File: src/rtl/pipe_stage_chain_if.sv
// Handshake bundle for pipe_stage_chain: upstream (in_*) and downstream (out_*) ends.
// A beat moves across an end only in a cycle where its valid and ready are both 1;
// valid never depends on ready, and a producer holds valid/data until the beat moves.
interface pipe_stage_chain_if #(
  parameter int WIDTH = 8
);
  logic             in_valid;
  logic             in_ready;
  logic [WIDTH-1:0] in_data;
  logic             out_valid;
  logic             out_ready;
  logic [WIDTH-1:0] out_data;

  // master: the environment around the chain (feeds in_*, consumes out_*)
  modport master (
    output in_valid, in_data, out_ready,
    input  in_ready, out_valid, out_data
  );

  // slave: the chain itself
  modport slave (
    input  in_valid, in_data, out_ready,
    output in_ready, out_valid, out_data
  );
endinterface

File: src/rtl/pipe_stage_chain.sv
// Elastic DEPTH-stage register chain with valid/ready on both ends, sync flush and
// occupancy count. `define PIPE_BUBBLE_COLLAPSE_EN selects per-stage ready (bubble squeeze).
module pipe_stage_chain #(
  parameter int WIDTH = 8,
  parameter int DEPTH = 2
) (
  input  logic                         clk,
  input  logic                         rst,
  input  logic                         flush,
  pipe_stage_chain_if.slave            bus,
  output logic [$clog2(DEPTH+1)-1:0]   count,
  output logic [DEPTH-1:0]             dbg_valid
);

  localparam int CW = $clog2(DEPTH + 1);

  logic [DEPTH-1:0] valid_q, valid_d;
  logic [WIDTH-1:0] data_q [DEPTH];
  logic [WIDTH-1:0] data_d [DEPTH];
  logic [CW-1:0]    count_q, count_d;

  // ld[i]: stage i takes whatever sits in front of it (stage i-1, or the input for i=0)
  logic [DEPTH-1:0] ld;
  logic             in_fire;
  logic             out_fire;

`ifdef PIPE_BUBBLE_COLLAPSE_EN
  logic [DEPTH-1:0] rdy;

  // Ready ripples from the output back to the input; a bubble breaks the stall.
  always_comb begin
    logic r;
    rdy = '0;
    r = !valid_q[DEPTH-1] || bus.out_ready;
    rdy[DEPTH-1] = r;
    for (int i = DEPTH - 2; i >= 0; i--) begin
      r = !valid_q[i] || r;
      rdy[i] = r;
    end
  end

  assign ld = rdy;
`else
  logic adv;

  // Whole chain moves together or not at all; bubbles keep their slots while stalled.
  assign adv = !valid_q[DEPTH-1] || bus.out_ready;
  assign ld  = {DEPTH{adv}};
`endif

  assign bus.in_ready  = !rst && (flush || ld[0]);
  assign bus.out_valid = valid_q[DEPTH-1];
  assign bus.out_data  = data_q[DEPTH-1];
  assign count         = count_q;
  assign dbg_valid     = valid_q;

  assign in_fire  = bus.in_valid && bus.in_ready;
  assign out_fire = bus.out_valid && bus.out_ready;

  always_comb begin
    valid_d = valid_q;
    for (int i = 0; i < DEPTH; i++) begin
      data_d[i] = data_q[i];
    end

    if (flush) begin
      // Data is left alone: nothing valid enters, and a beat taken this cycle is dropped.
      valid_d = '0;
    end else begin
      if (ld[0]) begin
        valid_d[0] = bus.in_valid;
        if (bus.in_valid) begin
          data_d[0] = bus.in_data;
        end
      end
      for (int i = 1; i < DEPTH; i++) begin
        if (ld[i]) begin
          valid_d[i] = valid_q[i-1];
          if (valid_q[i-1]) begin
            data_d[i] = data_q[i-1];
          end
        end
      end
    end
  end

  always_comb begin
    count_d = count_q;
    if (flush) begin
      count_d = '0;
    end else begin
      unique case ({in_fire, out_fire})
        2'b10:   count_d = count_q + CW'(1);
        2'b01:   count_d = count_q - CW'(1);
        default: count_d = count_q;
      endcase
    end
  end

  always_ff @(posedge clk) begin
    if (rst) begin
      valid_q <= '0;
      count_q <= '0;
      for (int i = 0; i < DEPTH; i++) begin
        data_q[i] <= '0;
      end
    end else begin
      valid_q <= valid_d;
      count_q <= count_d;
      for (int i = 0; i < DEPTH; i++) begin
        data_q[i] <= data_d[i];
      end
    end
  end

endmodule
File: src/flat_wrapper.sv
// flat-port wrapper written by rule: the top's interface ports become plain ports
module pipe_stage_chain_flat 
#(
  parameter int WIDTH = 8,
  parameter int DEPTH = 2
)
  (clk, rst, flush, count, dbg_valid, bus_in_valid, bus_in_data, bus_out_ready, bus_in_ready, bus_out_valid, bus_out_data);
  pipe_stage_chain_if #(.WIDTH(WIDTH)) bus_i ();
  input  logic clk;
  input  logic rst;
  input  logic flush;
  output logic [$clog2(DEPTH+1)-1:0] count;
  output logic [DEPTH-1:0] dbg_valid;
  input wire logic [$bits(bus_i.in_valid)-1:0] bus_in_valid;
  input wire logic [$bits(bus_i.in_data)-1:0] bus_in_data;
  input wire logic [$bits(bus_i.out_ready)-1:0] bus_out_ready;
  output wire logic [$bits(bus_i.in_ready)-1:0] bus_in_ready;
  output wire logic [$bits(bus_i.out_valid)-1:0] bus_out_valid;
  output wire logic [$bits(bus_i.out_data)-1:0] bus_out_data;
  assign bus_i.in_valid = bus_in_valid;
  assign bus_i.in_data = bus_in_data;
  assign bus_i.out_ready = bus_out_ready;
  assign bus_in_ready = bus_i.in_ready;
  assign bus_out_valid = bus_i.out_valid;
  assign bus_out_data = bus_i.out_data;
  pipe_stage_chain #(.WIDTH(WIDTH), .DEPTH(DEPTH)) u_core (.clk(clk), .rst(rst), .flush(flush), .bus(bus_i), .count(count), .dbg_valid(dbg_valid));
endmodule
File: config.mk
export PLATFORM = sky130hd
export DESIGN_NAME = pipe_stage_chain_flat
export DESIGN_NICKNAME = d
export VERILOG_FILES = /design/src/rtl/pipe_stage_chain_if.sv /design/src/rtl/pipe_stage_chain.sv /design/src/flat_wrapper.sv
export SDC_FILE = /design/constraint.sdc
export NUM_CORES = 1
export LEC_CHECK = 0
export ABC_AREA = 1
export BUFFER_PORTS_ARGS = -buffer_cell sky130_fd_sc_hd__buf_2
export CAP_MARGIN = 10
export CORE_MARGIN = 1.5
export CORE_UTILIZATION = 50
export DETAILED_ROUTE_END_ITERATION = 7
export PLACE_DENSITY = 0.77
export SYNTH_ARGS = -nofsm -noshare
export SYNTH_HDL_FRONTEND = slang
export SYNTH_SLANG_ARGS = --single-unit
File: constraint.sdc
create_clock -name clk -period 1.8 [get_ports clk]
set_input_delay 0.36 -clock clk [delete_from_list [all_inputs] [get_ports clk]]
set_output_delay 0.36 -clock clk [all_outputs]
set_load 0.01 [all_outputs]
==> impl_results.md, run 1 <==
- CTS root buffer: clkbuf_4
- DRT Pass-1 Iters: 4
- CTS tree: yes
- DP Cell Count: 163
- Final hold violations: 0
- Power Density: 752 nW/um2
- Die span in x: 47.6 um
- Slowest-stage cell, CP: dfxtp_1
- Total track usage: 16.5%
- Diodes inserted: 0
- Hold-fix buffers at CTS: 0
- Sw Share: 24.0%
- # setup viols final: 0
- CTS Buffer Depth: 2
- Cell row count: 15
- Final min period: 1.51 ns
- Postcts setup bufs: 0
- CTS H-tree depth: 1
- Crit share post-route: 83.6%
- Drt first-iter violations: 10
- Worst Setup SP: u_core.dbg_valid[1]$_SDFFE_PP0P_
- Achievable Freq: 664 MHz
- Synth warnings: 0
- Most frequent cells in the layout: buf_2, nand2_1, dfxtp_1, a21oi_1, nor2_1
- Fraction of layout cells with a size suffix above 1: 33.1%
- Area of the die: 2270 um2
- Maxcap violations: 0
- First-pass GRT wire length: 2.61 mm
- Final TNS setup: 0 ns
- Syn Nets: 137
- #FFs+latches synth: 20
- Critical path class: flop to output pin
- Post-synth EDFFs: 0
- Reg power frac: 57.2%
- Drt total wl: 1.66 mm
- Gate power share: 11.3%
- Cells after Synth: 123
- Final Skew: 0.00251 ns
- Vias: 805
- Drt wl/cell: 9.93 um
- Status: complete, no violations
- Post-synthesis sequential area ratio: 40.3%
- Top FF cell, synth: dfxtp_1
- Synth async-reset ratio: 0%
- Switching pwr: 197 uW
- Via-to-Cell Ratio: 4.82
- CP startpoint kind: flop
- Vias in the first global route: 604
- Reg2reg start: u_core.dbg_valid[1]$_SDFFE_PP0P_
- GR Overflow Total: 0
- Initial antenna violation count: 0
- DP Wirelength: 1.24 mm
- Nets@finish: 157
- CP Cell Sequence: nand2_4 -> o21ai_0 -> inv_1 -> buf_2
- GP Congestion: 0.705
- Leakage power: 0.507 nW
- CTS resizes: 0
- CP Max Fanout: 5
- Min-delay src: bus_in_valid
- TritonCTS buffer count: 3
- Initial Util: 55.2%
- Clock slew at reported path FFs: 0.11 ns
- Residual DRC: 0
- Clk sink count: 20
- Core Util, Final: 60.5%
- Crit path DAT: 1.15 ns
- Slew @ Worst Pin: 0.438 ns
- RSZ-0062 raised after global routing: no
- Top-level port count: 27
- Largest net degree at the start of global routing: 28
- Area contributors post-synth: dfxtp_1, nand2_1, buf_4, a21oi_1, a21oi_2
- Port Buffers: 26
- Commonest non-fill, non-tap cell in the layout: buf_2
- Core area: 1800 um2
- Setup crit end kind: output pin
- Antenna Nets Post-Route: 0
- Pwr Total: 820 uW
- Cell taking the most area after synthesis: dfxtp_1
- Area Growth Syn to Fin: 9.56%
- Clock power share: 31.4%
- Slew HR: 70.7%
- Worst vdd ir: 466 uV
- Avg Inst Size Synth: 8.09 um2
- Die Ht: 47.6 um
- Share of the synthesized area in the top cell type: 40.3%
- Cell Area, Synth: 995 um2
- Worst min path class: input port to flop
- Crit-path max cell delay: 0.44 ns
- Non-Filler Instances: 167
- Clk Latency, worst-skew pair: 0.30 ns
- Internal power: 623 uW
- CP required: 1.44 ns
- Slew Viols, Final: 0
- Synth cell types: 21
==> per-layer routing <==
metal	global-route usage, %	share of wire [%]	up-vias
met5	0	0	-
met4	8.11	1.8	0
met3	3.40	3.3	5
met2	25.4	48	16
met1	21.9	47	357
li1	-	-	427
==> sequential cells by signal (all words and copies together), names as in the netlist <==
name and count:
u_core.count 2, u_core.data_q 16, u_core.dbg_valid 2
==> kinds of logic after synthesis <==
logic type | share of synthesized area, %
fa+ha+maj | 1.26
compound gates | 12.8
flops | 40.3
buf+inv | 15.6
simple gates | 30.1
==> cell type report <==
| cell class | count | area, um2 |
|---|---|---|
| clock buffers | 4 | 36.3 |
| fillers | 188 | 712 |
| inverters | 10 | 37.5 |
| multi-input cells | 80 | 439 |
| flip-flops and latches | 20 | 400 |
| well taps | 25 | 31.3 |
| repair buffers | 28 | 145 |
==> metrics by stage <==
stage / hold slack, ns / cell area, um2 / setup slack [ns]
after CTS: 0.324 / 1090 / 0.283
after global placement: 0.446 / 1050 / 0.309
after detailed placement: 0.450 / 1050 / 0.268
after floorplan: 0.441 / 995 / 0.267
final: 0.325 / 1090 / 0.295
after global routing: 0.322 / 1090 / 0.205
==> final timing paths <==
path,endpoint,slack (ns),cells past startpoint
worst max-delay path,bus_in_ready,0.29,4
worst min-delay path,u_core.dbg_valid[0]$_SDFFE_PP0P_,0.33,3
worst max register to register,u_core.count[1]$_SDFFE_PP0P_,0.39,10
worst min register to register,u_core.data_q[0][14]$_SDFFE_PP0P_,0.46,2
==> Yosys cell counts, types with 2 or more instances <==
cell      instances
nand2_1          23
dfxtp_1          20
a21oi_1          13
nor2_1           11
buf_4            10
nand3_1           9
inv_1             8
a21oi_2           6
nand3b_1          6
buf_6             2
nand3b_2          2
nor2_2            2
nor2_4            2
o21ai_0           2
==> critical path: cells and delay by family, from the launching register on <==
| kind | cells | cell delay [ns] |
|---|---|---|
| buffers and inverters | 2 | 0.20 |
| and+or+nand+nor | 1 | 0.07 |
| DFF | 1 | 0.44 |
| AOI/OAI and AO/OA | 1 | 0.14 |
==> power by group through the flow <==
stage               registers, mW  clock network [mW]  logic, mW
CTS                         0.469               0.266     0.0938
detailed placement          0.480                   0     0.0935
finish                      0.469               0.258     0.0927
global placement            0.479                   0     0.0914
global route                0.472               0.288      0.104
floorplan                   0.479                   0     0.0711
No activity file was read; power rests on OpenSTA's default activity.
==> run 2: changes to the inputs <==
Settings changed: ABC_AREA 1 to 0, CORE_UTILIZATION 50 to 49, PLACE_DENSITY 0.77 to 0.76.
Clock period 1.8 ns to 1.5 ns, I/O delays scaled along.
==> run 2 against run 1 <==
The run now ends with setup timing left. Sequential share of layout area decreased by 1.8 points. Global-route usage barely moved. Flip-flop and latch count is the same. Die area decreased by 3.4%. Worst hold slack got worse by 0.077 ns. Critical path depth grew 3. Sequential power grew 18%. Core utilization is 4.7 points higher. Design area is 5.5% higher. Worst setup slack got worse by 0.32 ns. Wire length is 7.3% lower. Combinational power grew 22%. Critical path type is now flop to flop.
==> impl_results.md, run 2 <==
- Status: finished, violations left (was complete, no violations)
- Failing checks: setup timing
- Worst slack at placement: -0.138 ns (was 0.268 ns)
- Top delay family on crit path: simple AND/OR/NAND/NOR gates (was flip-flops)
- #FFs+latches synth: 20 (unchanged)
- Antenna Nets Post-Route: 0 (unchanged)
- CTS H-tree depth: 1 (unchanged)
- CTS root buffer: clkbuf_4 (unchanged)
- Slowest-stage cell, CP: dfxtp_2 (was dfxtp_1)
- CTS tree: yes (unchanged)
- Commonest non-fill, non-tap cell in the layout: buf_2 (unchanged)
- CP startpoint kind: flop (unchanged)
- GP Congestion: 0.795 (was 0.705)
- # setup viols final: 1 (was 0)
- Top FF cell, synth: dfxtp_1 (unchanged)
- First-pass GRT wire length: 2.53 mm (was 2.61 mm)
- GR Overflow Total: 0 (unchanged)
- Clk Latency, worst-skew pair: 0.29 ns (was 0.30 ns)
- CP Cell Sequence: and2b_2 -> a21oi_4 -> nand2_2 -> ha_4 -> xnor2_1 -> or3_1 -> a21boi_2 (was nand2_4 -> o21ai_0 -> inv_1 -> buf_2)
- Diodes inserted: 0 (unchanged)
- Syn Nets: 106 (was 137)
- DP Wirelength: 1.21 mm (was 1.24 mm)
- Cell taking the most area after synthesis: dfxtp_1 (unchanged)
- Most frequent cells in the layout: buf_2, nand2b_1, dfxtp_1, mux2i_1, buf_4 (was buf_2, nand2_1, dfxtp_1, a21oi_1, nor2_1)
- Synth warnings: 0 (unchanged)
- Nets@finish: 131 (was 157)
- CTS Buffer Depth: 2 (unchanged)
- List of most frequent post-synthesis cells: nand2b_1, dfxtp_1, mux2i_1 (was nand2_1, dfxtp_1, a21oi_1)
- Synth cell types: 24 (was 21)
- Slew HR: 80.2% (was 70.7%)
- Share of the synthesized area in the top cell type: 42.6% (was 40.3%)
- TritonCTS buffer count: 3 (unchanged)
- Cells after Synth: 92 (was 123)
- Achievable Freq: 655 MHz
- Fin Hold WS: 0.248 ns (was 0.325 ns)
- Die span in x: 46.8 um (was 47.6 um)
- Drt first-iter violations: 5 (was 10)
- Slew Viols, Final: 0 (unchanged)
- RSZ-0062 raised after global routing: yes (was no)
- Non-Filler Instances: 141 (was 167)
- Top-level port count: 27 (unchanged)
- Top reg by flops: u_core.data_q (unchanged)
- Pwr Total: 1.09 mW (was 820 uW)
- Crit-path max cell delay: 0.34 ns (was 0.44 ns)
- Via-to-Cell Ratio: 4.69 (was 4.82)
- Largest net degree at the start of global routing: 28 (unchanged)
- Total track usage: 16.5% (about the same)
- Initial Util: 53.3% (was 55.2%)
- Post-synthesis sequential area ratio: 42.6% (was 40.3%)
- Post-synth EDFFs: 0 (unchanged)
- CP required: 1.74 ns (was 1.44 ns)
- Vias: 661 (was 805)
- Avg Inst Size Synth: 10.2 um2 (was 8.09 um2)
- Most numerous cell in the Yosys netlist: nand2b_1 (was nand2_1)
- Maxcap violations: 0 (unchanged)
- Vias in the first global route: 618 (was 604)
- Residual DRC: 0 (unchanged)
- Area of the die: 2190 um2 (was 2270 um2)
- Slew @ Worst Pin: 0.296 ns (was 0.438 ns)
- Area contributors post-synth: dfxtp_1, mux2i_1, nand2b_1, buf_4, nand2b_4 (was dfxtp_1, nand2_1, buf_4, a21oi_1, a21oi_2)
- Core area: 1760 um2 (was 1800 um2)
- Final hold violations: 0 (unchanged)
- CP Max Fanout: 2 (was 5)
- Postcts setup bufs: 0 (unchanged)
- Crit path DAT: 1.76 ns (was 1.15 ns)
- Critical path class: flop to flop (was flop to output pin)
- Final TNS setup: -0.0263 ns (was 0 ns)
- Drt total wl: 1.54 mm (was 1.66 mm)
- Max reg flops: 16 (unchanged)
- Clk sink count: 20 (unchanged)
- Cell row count: 15 (unchanged)
- DRT Pass-1 Iters: 4 (unchanged)
- Worst vdd ir: 632 uV (was 466 uV)
- Port Buffers: 26 (unchanged)
- Final Skew: 0.00459 ns (was 0.00251 ns)
- Die Ht: 46.8 um (was 47.6 um)
- Clock slew at reported path FFs: 0.11 ns (about the same)
- Fill cell count: 172 (was 188)
- Setup crit end kind: flop (was output pin)
- Fraction of layout cells with a size suffix above 1: 38.8% (was 33.1%)
- Final min period: 1.53 ns
- Drt wl/cell: 10.9 um (was 9.93 um)
- Initial antenna violation count: 0 (unchanged)
- Worst min path class: input port to flop (unchanged)
- Crit share post-route: 102%
- Worst Setup Slack, final: -0.0263 ns (was 0.295 ns)
- Power Density: 952 nW/um2 (was 752 nW/um2)
- Leakage power: 0.560 nW (was 0.507 nW)
- Area Growth Syn to Fin: 22.4% (was 9.56%)
- Cell Area, Synth: 940 um2 (was 995 um2)
- Synth async-reset ratio: 0% (unchanged)
- Buf/Inv on CP: 0 (was 2)
- DP Cell Count: 137 (was 163)
==> run 2: through the flow <==
step / cell area, um2 / util (%)
after floorplan: 980 / -
after global placement: 1090 / 61.8
after detailed placement: 1090 / 61.8
after CTS: 1140 / 64.8
after global routing: 1150 / 65.2
final: 1150 / 65.2
==> run 2: logic make-up after synthesis <==
family	count (synthesis)	synth area share (%)
simple gates	34	23.3
flops	20	42.6
buf+inv	14	10.1
compound gates	4	2.66
xor+xnor	2	1.86
fa+ha+maj	1	1.33
mux	17	18.1
==> run 2: repair_timing <==
item                       4_1_cts  5_1_grt
pin swaps                        0        1
hold buffers                     0        0
setup endpoints to repair        1        2
hold endpoints to repair         0        0
gates resized for setup          0        2
==> run 2: cell type report <==
cell class,instances,area [um2],area share (%)
Clock buffer,3,22.5,1.96
Clock inverter,1,30.0,2.61
Inverter,1,3.75,0.326
Multi-Input combinational cell,58,474,41.2
Sequential cell,20,402,34.9
Tap cell,25,31.3,2.72
Timing Repair Buffer,33,186,16.2
==> run 2: path summary, 6_finish.rpt <==
path	from	endpoint	slack, ns	cells past startpoint
setup / recovery	u_core.dbg_valid[1]$_SDFFE_PP0P_	u_core.count[1]$_SDFFE_PP0P_	-0.03	7
hold / removal	bus_in_data[7]	u_core.data_q[0][7]$_SDFFE_PP0P_	0.25	3
setup reg to reg	u_core.dbg_valid[1]$_SDFFE_PP0P_	u_core.count[1]$_SDFFE_PP0P_	-0.03	7
hold reg to reg	u_core.data_q[0][11]$_SDFFE_PP0P_	u_core.data_q[0][11]$_SDFFE_PP0P_	0.48	2
==> run 2: power breakdown <==
group / leakage, nW / internal (mW) / switching [mW]
Sequential: 0.163 / 0.546 / 0.00621
Combinational: 0.369 / 0.0628 / 0.0505
Clock: 0.0279 / 0.270 / 0.159
==> run 2: tightest hold or removal path: cells and delay by family <==
| family | cells | cell delay (ns) |
|---|---|---|
| buf+inv | 1 | 0.09 |
| mux | 1 | 0.06 |
| simple gates | 1 | 0.05 |
==> run 2: layer usage <==
layer  vias to the layer above  GRT usage [%]  share of wire, %
met2                        15           27.1                53
li1                        340              -                 -
met1                       304           20.3                42
met4                         0           8.33              0.78
met5                         -              0                 0
met3                         2           3.46               4.0
